### src/rtl/fifo_canal_if.sv
// Per-lane FIFO handshake bundle; the writer/reader side drives push/pop/data_in, the FIFO drives status and read data.
interface fifo_canal_if #(
    parameter int DATA_WIDTH = 6,
    parameter int ADDR_WIDTH = 2
);
    logic                  push;
    logic [DATA_WIDTH-1:0] data_in;
    logic                  pop;
    logic [DATA_WIDTH-1:0] data_out;
    logic                  valid_out;
    logic                  empty;
    logic                  full;
    logic                  almost_full;
    logic                  almost_empty;
    logic [ADDR_WIDTH:0]   count;
    logic                  error;

    modport master (
        output push, data_in, pop,
        input  data_out, valid_out, empty, full, almost_full, almost_empty, count, error
    );

    modport slave (
        input  push, data_in, pop,
        output data_out, valid_out, empty, full, almost_full, almost_empty, count, error
    );
endinterface

### src/rtl/fifo_canal.sv
// Single-clock per-lane FIFO: read data registered one edge after an accepted pop (valid_out strobe).
// Overflowing pushes are dropped, empty pops are refused; both set a sticky error; almost_full gives early backpressure.
module fifo_canal #(
    parameter int DATA_WIDTH = 6,
    parameter int ADDR_WIDTH = 2,
    parameter int AF_THRESH  = 3,
    parameter int AE_THRESH  = 1
) (
    input  logic         clk,
    input  logic         reset,
    fifo_canal_if.slave  bus
);
    localparam int DEPTH = 1 << ADDR_WIDTH;
    localparam logic [ADDR_WIDTH:0]   DEPTH_C = (ADDR_WIDTH+1)'(DEPTH);
    localparam logic [ADDR_WIDTH:0]   AF_C    = (ADDR_WIDTH+1)'(AF_THRESH);
    localparam logic [ADDR_WIDTH:0]   AE_C    = (ADDR_WIDTH+1)'(AE_THRESH);
    localparam logic [ADDR_WIDTH-1:0] PTR_ONE = 1;
    localparam logic [ADDR_WIDTH:0]   CNT_ONE = 1;

    logic [DATA_WIDTH-1:0] mem_q [DEPTH];
    logic [ADDR_WIDTH-1:0] wr_ptr_q, wr_ptr_d;
    logic [ADDR_WIDTH-1:0] rd_ptr_q, rd_ptr_d;
    logic [ADDR_WIDTH:0]   count_q, count_d;
    logic [DATA_WIDTH-1:0] data_out_q, data_out_d;
    logic                  valid_q, valid_d;
    logic                  error_q, error_d;

    logic full_w, empty_w, push_ok, pop_ok;

    assign full_w  = (count_q == DEPTH_C);
    assign empty_w = (count_q == '0);
    // A push into a full FIFO is still legal when a pop frees a slot on the same edge.
    assign push_ok = bus.push & (~full_w | bus.pop);
    assign pop_ok  = bus.pop & ~empty_w;

    always_comb begin
        wr_ptr_d   = wr_ptr_q;
        rd_ptr_d   = rd_ptr_q;
        count_d    = count_q;
        data_out_d = data_out_q;
        valid_d    = 1'b0;
        error_d    = error_q;
        if (push_ok) begin
            wr_ptr_d = wr_ptr_q + PTR_ONE;
        end
        if (pop_ok) begin
            rd_ptr_d   = rd_ptr_q + PTR_ONE;
            data_out_d = mem_q[rd_ptr_q];
            valid_d    = 1'b1;
        end
        if (push_ok && !pop_ok) begin
            count_d = count_q + CNT_ONE;
        end else if (pop_ok && !push_ok) begin
            count_d = count_q - CNT_ONE;
        end
        if ((bus.push && full_w && !bus.pop) || (bus.pop && empty_w)) begin
            error_d = 1'b1;
        end
    end

    always_ff @(posedge clk) begin
        if (reset) begin
            wr_ptr_q   <= '0;
            rd_ptr_q   <= '0;
            count_q    <= '0;
            data_out_q <= '0;
            valid_q    <= 1'b0;
            error_q    <= 1'b0;
        end else begin
            wr_ptr_q   <= wr_ptr_d;
            rd_ptr_q   <= rd_ptr_d;
            count_q    <= count_d;
            data_out_q <= data_out_d;
            valid_q    <= valid_d;
            error_q    <= error_d;
        end
    end

    // Storage is never cleared; only the pointers define which entries are live.
    always_ff @(posedge clk) begin
        if (!reset && push_ok) begin
            mem_q[wr_ptr_q] <= bus.data_in;
        end
    end

    assign bus.data_out     = data_out_q;
    assign bus.valid_out    = valid_q;
    assign bus.count        = count_q;
    assign bus.empty        = empty_w;
    assign bus.full         = full_w;
    assign bus.almost_full  = (count_q >= AF_C);
    assign bus.almost_empty = (count_q <= AE_C);
    assign bus.error        = error_q;
endmodule

### src/flat_wrapper.sv
// flat-port wrapper written by rule: the top's interface ports become plain ports
module fifo_canal_flat 
#(
    parameter int DATA_WIDTH = 6,
    parameter int ADDR_WIDTH = 2,
    parameter int AF_THRESH  = 3,
    parameter int AE_THRESH  = 1
)
  (clk, reset, bus_push, bus_data_in, bus_pop, bus_data_out, bus_valid_out, bus_empty, bus_full, bus_almost_full, bus_almost_empty, bus_count, bus_error);
  fifo_canal_if #(.DATA_WIDTH(DATA_WIDTH), .ADDR_WIDTH(ADDR_WIDTH)) bus_i ();
  input  logic clk;
  input  logic reset;
  input wire logic [$bits(bus_i.push)-1:0] bus_push;
  input wire logic [$bits(bus_i.data_in)-1:0] bus_data_in;
  input wire logic [$bits(bus_i.pop)-1:0] bus_pop;
  output wire logic [$bits(bus_i.data_out)-1:0] bus_data_out;
  output wire logic [$bits(bus_i.valid_out)-1:0] bus_valid_out;
  output wire logic [$bits(bus_i.empty)-1:0] bus_empty;
  output wire logic [$bits(bus_i.full)-1:0] bus_full;
  output wire logic [$bits(bus_i.almost_full)-1:0] bus_almost_full;
  output wire logic [$bits(bus_i.almost_empty)-1:0] bus_almost_empty;
  output wire logic [$bits(bus_i.count)-1:0] bus_count;
  output wire logic [$bits(bus_i.error)-1:0] bus_error;
  assign bus_i.push = bus_push;
  assign bus_i.data_in = bus_data_in;
  assign bus_i.pop = bus_pop;
  assign bus_data_out = bus_i.data_out;
  assign bus_valid_out = bus_i.valid_out;
  assign bus_empty = bus_i.empty;
  assign bus_full = bus_i.full;
  assign bus_almost_full = bus_i.almost_full;
  assign bus_almost_empty = bus_i.almost_empty;
  assign bus_count = bus_i.count;
  assign bus_error = bus_i.error;
  fifo_canal #(.DATA_WIDTH(DATA_WIDTH), .ADDR_WIDTH(ADDR_WIDTH), .AF_THRESH(AF_THRESH), .AE_THRESH(AE_THRESH)) u_core (.clk(clk), .reset(reset), .bus(bus_i));
endmodule
### config.mk
export PLATFORM = sky130hd
export DESIGN_NAME = fifo_canal_flat
export DESIGN_NICKNAME = d
export VERILOG_FILES = /design/src/rtl/fifo_canal_if.sv /design/src/rtl/fifo_canal.sv /design/src/flat_wrapper.sv
export SDC_FILE = /design/constraint.sdc
export NUM_CORES = 1
export LEC_CHECK = 0
export CAP_MARGIN = 0
export CORE_ASPECT_RATIO = 0.6
export CORE_MARGIN = 1
export CORE_UTILIZATION = 55
export DETAILED_ROUTE_END_ITERATION = 8
export PLACE_DENSITY = 0.81
export SKIP_LAST_GASP = 1
export SYNTH_ARGS = -nofsm -noshare
export SYNTH_HDL_FRONTEND = slang
export SYNTH_SLANG_ARGS = --single-unit
### constraint.sdc
create_clock -name clk -period 4.25 [get_ports clk]
set_clock_uncertainty 0.05 [all_clocks]
set_input_delay 0.425 -clock clk [delete_from_list [all_inputs] [get_ports clk]]
set_output_delay 0.425 -clock clk [all_outputs]
set_load 0.005 [all_outputs]
Word-level counts from Yosys, hierarchy flattened
Memory sizes are Yosys's and may differ from the RTL's. A register that Yosys moved wholly into a read port is not among the register bits.
Index checks and enable logic that the tools add are counted.
{"block": "totals", "mem_count": 1, "input_bits": 10, "ram_bits": 24, "out_inout_bits": 15, "register_bits": 9, "latchBits": 0, "word_cells": 36, "rom_bits": 0}
{"block": "op_classes", "n_reduce_logical": 13, "div": 0, "multipliers": 0, "n_shift": 0, "n_eq_ne": 1, "n_lt_le_gt_ge": 2, "add_sub_neg": 4, "bitwise_logic": 5, "n_mux": 5}
{"name": "u_core.mem_q", "depth": 4, "word_bits": 6, "rd": 1, "rd_clocked_by_memory_dff": 1, "wr": 1, "line_no": "fifo_canal.sv:20", "rtl": "logic [DATA_WIDTH-1:0] mem_q [DEPTH];"}
{"cell": "$logic_and A1 B1 Y1", "count": 6}
{"cell": "$mux W3", "count": 2}
{"cell": "$add A2 B1 Y2 const B", "count": 2}
{"cell": "$logic_not A1 Y1", "count": 4}
{"cell": "$add A3 B1 Y3 const B", "count": 1}
{"cell": "$eq A3 B3 Y1 const B", "count": 1}
{"cell": "$ge A3 B2 Y1 const B", "count": 1}
{"cell": "$le A3 B1 Y1 const B", "count": 1}
{"cell": "$logic_not A3 Y1", "count": 1}
{"cell": "$mux W1", "count": 3}
{"cell": "$sub A3 B1 Y3 const B", "count": 1}
{"cell": "$and A1 B1 Y1", "count": 2}
{"cell": "$not A1 Y1", "count": 2}
{"cell": "$reduce_bool A2 Y1", "count": 1}
{"cell": "$logic_or A1 B1 Y1", "count": 1}
{"cell": "$or A1 B1 Y1", "count": 1}

Longest topological paths before layout
{"block": "depth", "ltp_word": 8, "ltp_mapped": 9, "mapped_depth_nobuf": 9}

Least setup slack after synthesis
Ideal clock, no wire load.
{"block": "synth_path", "path_type": "register to register", "start": "reg u_core.count_q[0], in the netlist u_core.bus.count[0]", "end": "mem u_core.mem_q[0][0] (enable)", "setup_time_ps": 378, "arrival_time_ps": 1534, "stages_incl_launch_ff": 6, "t_required_ps": 3822, "synth_period_minus_slack_ps": 1963, "path_slack_ps": 2287, "path_cell_list": "dfxtp_1 -> inv_1 -> ha_1 -> nand3b_1 -> nand2_1 -> nor3b_1"}
{"block": "synth_via", "elab_chain_cells": 7}
{"element": "from (decl)", "line_no": "fifo_canal.sv:23", "rtl": "logic [ADDR_WIDTH:0] count_q, count_d;"}
{"element": "from (signal assigned)", "line_no": "fifo_canal.sv:72", "rtl": "count_q <= count_d;"}
{"element": "$eq A3 B3 Y1", "line_no": "fifo_canal.sv:30", "rtl": "assign full_w = (count_q == DEPTH_C);"}
{"element": "$not A1 Y1", "line_no": "fifo_canal.sv:33", "rtl": "assign push_ok = bus.push & (~full_w | bus.pop);"}
{"element": "$or A1 B1 Y1", "line_no": "fifo_canal.sv:33"}
{"element": "$and A1 B1 Y1", "line_no": "fifo_canal.sv:33"}
{"element": "$logic_and A1 B1 Y1", "line_no": "fifo_canal.sv:81", "rtl": "if (!reset && push_ok) begin"}
{"element": "$mux W1", "line_no": "fifo_canal.sv:81"}
{"element": "$mux W1 (not written as such)", "line_no": "fifo_canal.sv:82", "rtl": "mem_q[wr_ptr_q] <= bus.data_in;"}
{"element": "to (decl)", "line_no": "fifo_canal.sv:20"}
No other way between the ends.

Worst setup path in the final report
{"block": "layout_path", "start": "in bus_pop", "end": "mem u_core.mem_q[0][4] (enable)"}
{"block": "layout_via", "elab_chain_cells": 5}
{"element": "from (decl)", "line_no": "flat_wrapper.sv:15", "rtl": "input wire logic [$bits(bus_i.pop)-1:0] bus_pop;"}
{"element": "$or A1 B1 Y1", "line_no": "fifo_canal.sv:33"}
{"element": "$and A1 B1 Y1", "line_no": "fifo_canal.sv:33"}
{"element": "$logic_and A1 B1 Y1", "line_no": "fifo_canal.sv:81"}
{"element": "$mux W1", "line_no": "fifo_canal.sv:81"}
{"element": "$mux W1 (not written as such)", "line_no": "fifo_canal.sv:82"}
No other way between the ends.

==> flow_summary.json <==
{
  "outcome": "finished clean",
  "cts_setup_buffers": 0,
  "yosysMostFrequentCell": "edfxtp_1",
  "p_per_area_mw_per_mm2": 615.7,
  "initial_core_util_pct": 58.58,
  "worst_slew_margin_rel_pct": 37.34,
  "cap_violations": 0,
  "grt_pass1_vias": 996,
  "ant_nets": 0,
  "required_ns": 4.12,
  "drc": 0,
  "min_period_over_period_pct": 58.30,
  "syn_avg_cell_area_um2": 12.72,
  "grt_pass1_wl_mm": 5.050,
  "drt-total-wl_mm": 3.234,
  "clock_latency_ns": 0.30,
  "ys_warn_count": 0,
  "end_kind": "flip-flop",
  "grt_max_degree": 20,
  "async_reset_ff_share_pct": 0,
  "critical_path_peak_fanout": 13,
  "fin_area_mm2": 0.002071,
  "synth_seq_cells": 39,
  "tns_ns": 0,
  "hp-class": "reg2reg",
  "synth-seq-area-share_pct": 59.91,
  "wl_per_cell_um": 16.09,
  "synth_top_area_share_pct": 42.29,
  "synth_fp_nets": 154,
  "drt_first_iter_violations": 91,
  "seq_area_mm2": 0.001021,
  "gp_congestion": 0.7907,
  "synth_top_cell_by_area": "edfxtp_1",
  "drt-pass1-iter-count": 4,
  "cts_hold_buf": 0,
  "slew_viol_final": 0,
  "hold_viol_final": 0,
  "portBuffers": 24,
  "setup_viol": 0,
  "vias": 1104,
  "ys_top_cells_by_area": "edfxtp_1 42%, dfxtp_1 18%, mux4_2 7.9%, ha_1 7.3%, a21oi_1 3.8%",
  "antenna_found_initial": 0,
  "tightestPinTransition_ns": 0.9379,
  "n_antenna_cell": 0,
  "syn_inst": 134,
  "die_x_um": 73.86,
  "period_needed_ns": 2.478,
  "syn_area_mm2": 0.001704,
  "n_fill_cell": 193,
  "synthTopCellsByCount": "24 x edfxtp_1, 15 x dfxtp_1, 13 x a21oi_1, 12 x o21ai_0",
  "clk_pin_slew_worst_paths_ns": 0.08,
  "power.leakage_nw": 0.7444,
  "multi_input_area_um2": 595.6,
  "hpwl_mm": 2.289,
  "worst_setup_path_start_kind": "input pin",
  "coreArea_mm2": 0.002909,
  "htreeDepth": 2,
  "nets": 178,
  "critical_path_arrival_ns": 2.35,
  "via_per_inst": 5.493,
  "crit_type": "in2reg",
  "clockRootBuffer": "clkbuf_8",
  "grt.overflow.total": 0,
  "cts_tree": "built",
  "ys_types": 26,
  "cts.repair.resized": 0,
  "grt_setup_unrepaired": "no",
  "placed_area_mm2": 0.001954,
  "synth_ff_type": "edfxtp_1",
  "fp-row-count": 15,
  "drive_gt1_share_pct": 10.06,
  "clock_sinks": 39,
  "die_h_um": 45.12,
  "ir_worst_vdd_mv": 0.3125,
  "syn_to_final_growth_pct": 21.51,
  "cts-buffers-inserted": 5,
  "io_pins": 25,
  "grt_usage_pct": 22.90,
  "dieArea_mm2": 0.003332,
  "clockBufferDepth": 2,
  "max_freq_mhz": 403.6,
  "synth_edf_count": 24
}
## sequential cells by signal, summed over array words and instances (netlist names)
name	cells
u_core.rd_ptr_q	2
u_core.mem_q	24
u_core.bus.count	3
u_core.wr_ptr_q	2
u_core.bus.valid_out	1
u_core.bus.data_out	6
u_core.bus.error	1
## kinds of logic after synthesis
logic type | after synthesis | share of synthesized area (%)
AOI/OAI and AO/OA | 27 | 8.224
and+or+nand+nor | 30 | 9.839
buffers and inverters | 19 | 5.139
muxes | 7 | 8.517
xor gates and xnor gates | 2 | 1.028
adders and majority gates | 10 | 7.342
DFF | 39 | 59.91
## report_power, final
| group | switching [mW] | total [mW] | internal (mW) |
|---|---|---|---|
| Combinational | 0.212 | 0.451 | 0.239 |
| Sequential | 0.0545 | 0.508 | 0.453 |
| Clock | 0.138 | 0.316 | 0.178 |
| Total | 0.405 | 1.27 | 0.870 |
## routing by layer
| layer | vias up | part of all wire [%] | track usage [%] |
|---|---|---|---|
| met1 | 532 | 49 | 33.08 |
| met3 | 2 | 7.0 | 8.259 |
| met4 | 0 | 0.59 | 11.54 |
| li1 | 527 | - | - |
| met2 | 43 | 43 | 30.46 |
| met5 | - | 0 | 0 |
## path summary, 6_finish.rpt
path	from	depth (start not counted)	to	slack [ns]
setup / recovery	bus_pop	4	u_core.mem_q[0][4]	1.77
hold / removal	u_core.bus.error	2	u_core.bus.error	0.40
setup reg to reg	u_core.bus.count[0]	5	u_core.mem_q[0][4]	1.86
hold reg to reg	u_core.bus.error	2	u_core.bus.error	0.40
## stage by stage
| step | utilization [%] | hold slack [ns] | worst slack [ns] | power, mW | instances |
|---|---|---|---|---|---|
| CTS | 71.18 | 0.4059 | 1.794 | 1.278 | 201 |
| global route | 71.18 | 0.4324 | 1.605 | 1.350 | 201 |
| detailed placement | 67.18 | 0.3962 | 1.508 | 0.9613 | 193 |
| finish | 71.18 | 0.3983 | 1.772 | 1.275 | 201 |
| floorplan | - | 0.3921 | 2.287 | 0.7932 | 134 |
| global placement | 67.18 | 0.3863 | 1.696 | 0.9400 | 193 |
## placed cells by master, fill, tap and decap left out, types with 5 or more instances in the layout
cell | netlist | layout
clkdlybuf4s50_1 | 0 | 24
edfxtp_1 | 24 | 24
dfxtp_1 | 15 | 15
a21oi_1 | 13 | 13
o21ai_0 | 12 | 12
inv_1 | 10 | 10
ha_1 | 10 | 10
nand3_1 | 9 | 9
nor2_1 | 6 | 6
mux4_2 | 6 | 6
nor3b_1 | 5 | 5
clkbuf_8 | 0 | 5
## worst max-delay path: stages
cell,delay [ns]
clkdlybuf4s50_1,0.70
nand3b_1,0.24
nand2_1,0.17
nor3b_1,0.81
## layout make-up
| cell class | instances | share of cell area (%) |
|---|---|---|
| flip-flops and latches | 39 | 49.31 |
| clock inverters | 3 | 2.296 |
| repair buffers | 24 | 11.60 |
| multi-input cells | 76 | 28.76 |
| inverters | 12 | 2.175 |
| clock buffers | 5 | 3.323 |
| well taps | 42 | 2.538 |
Power figures use the tool's default switching activity.
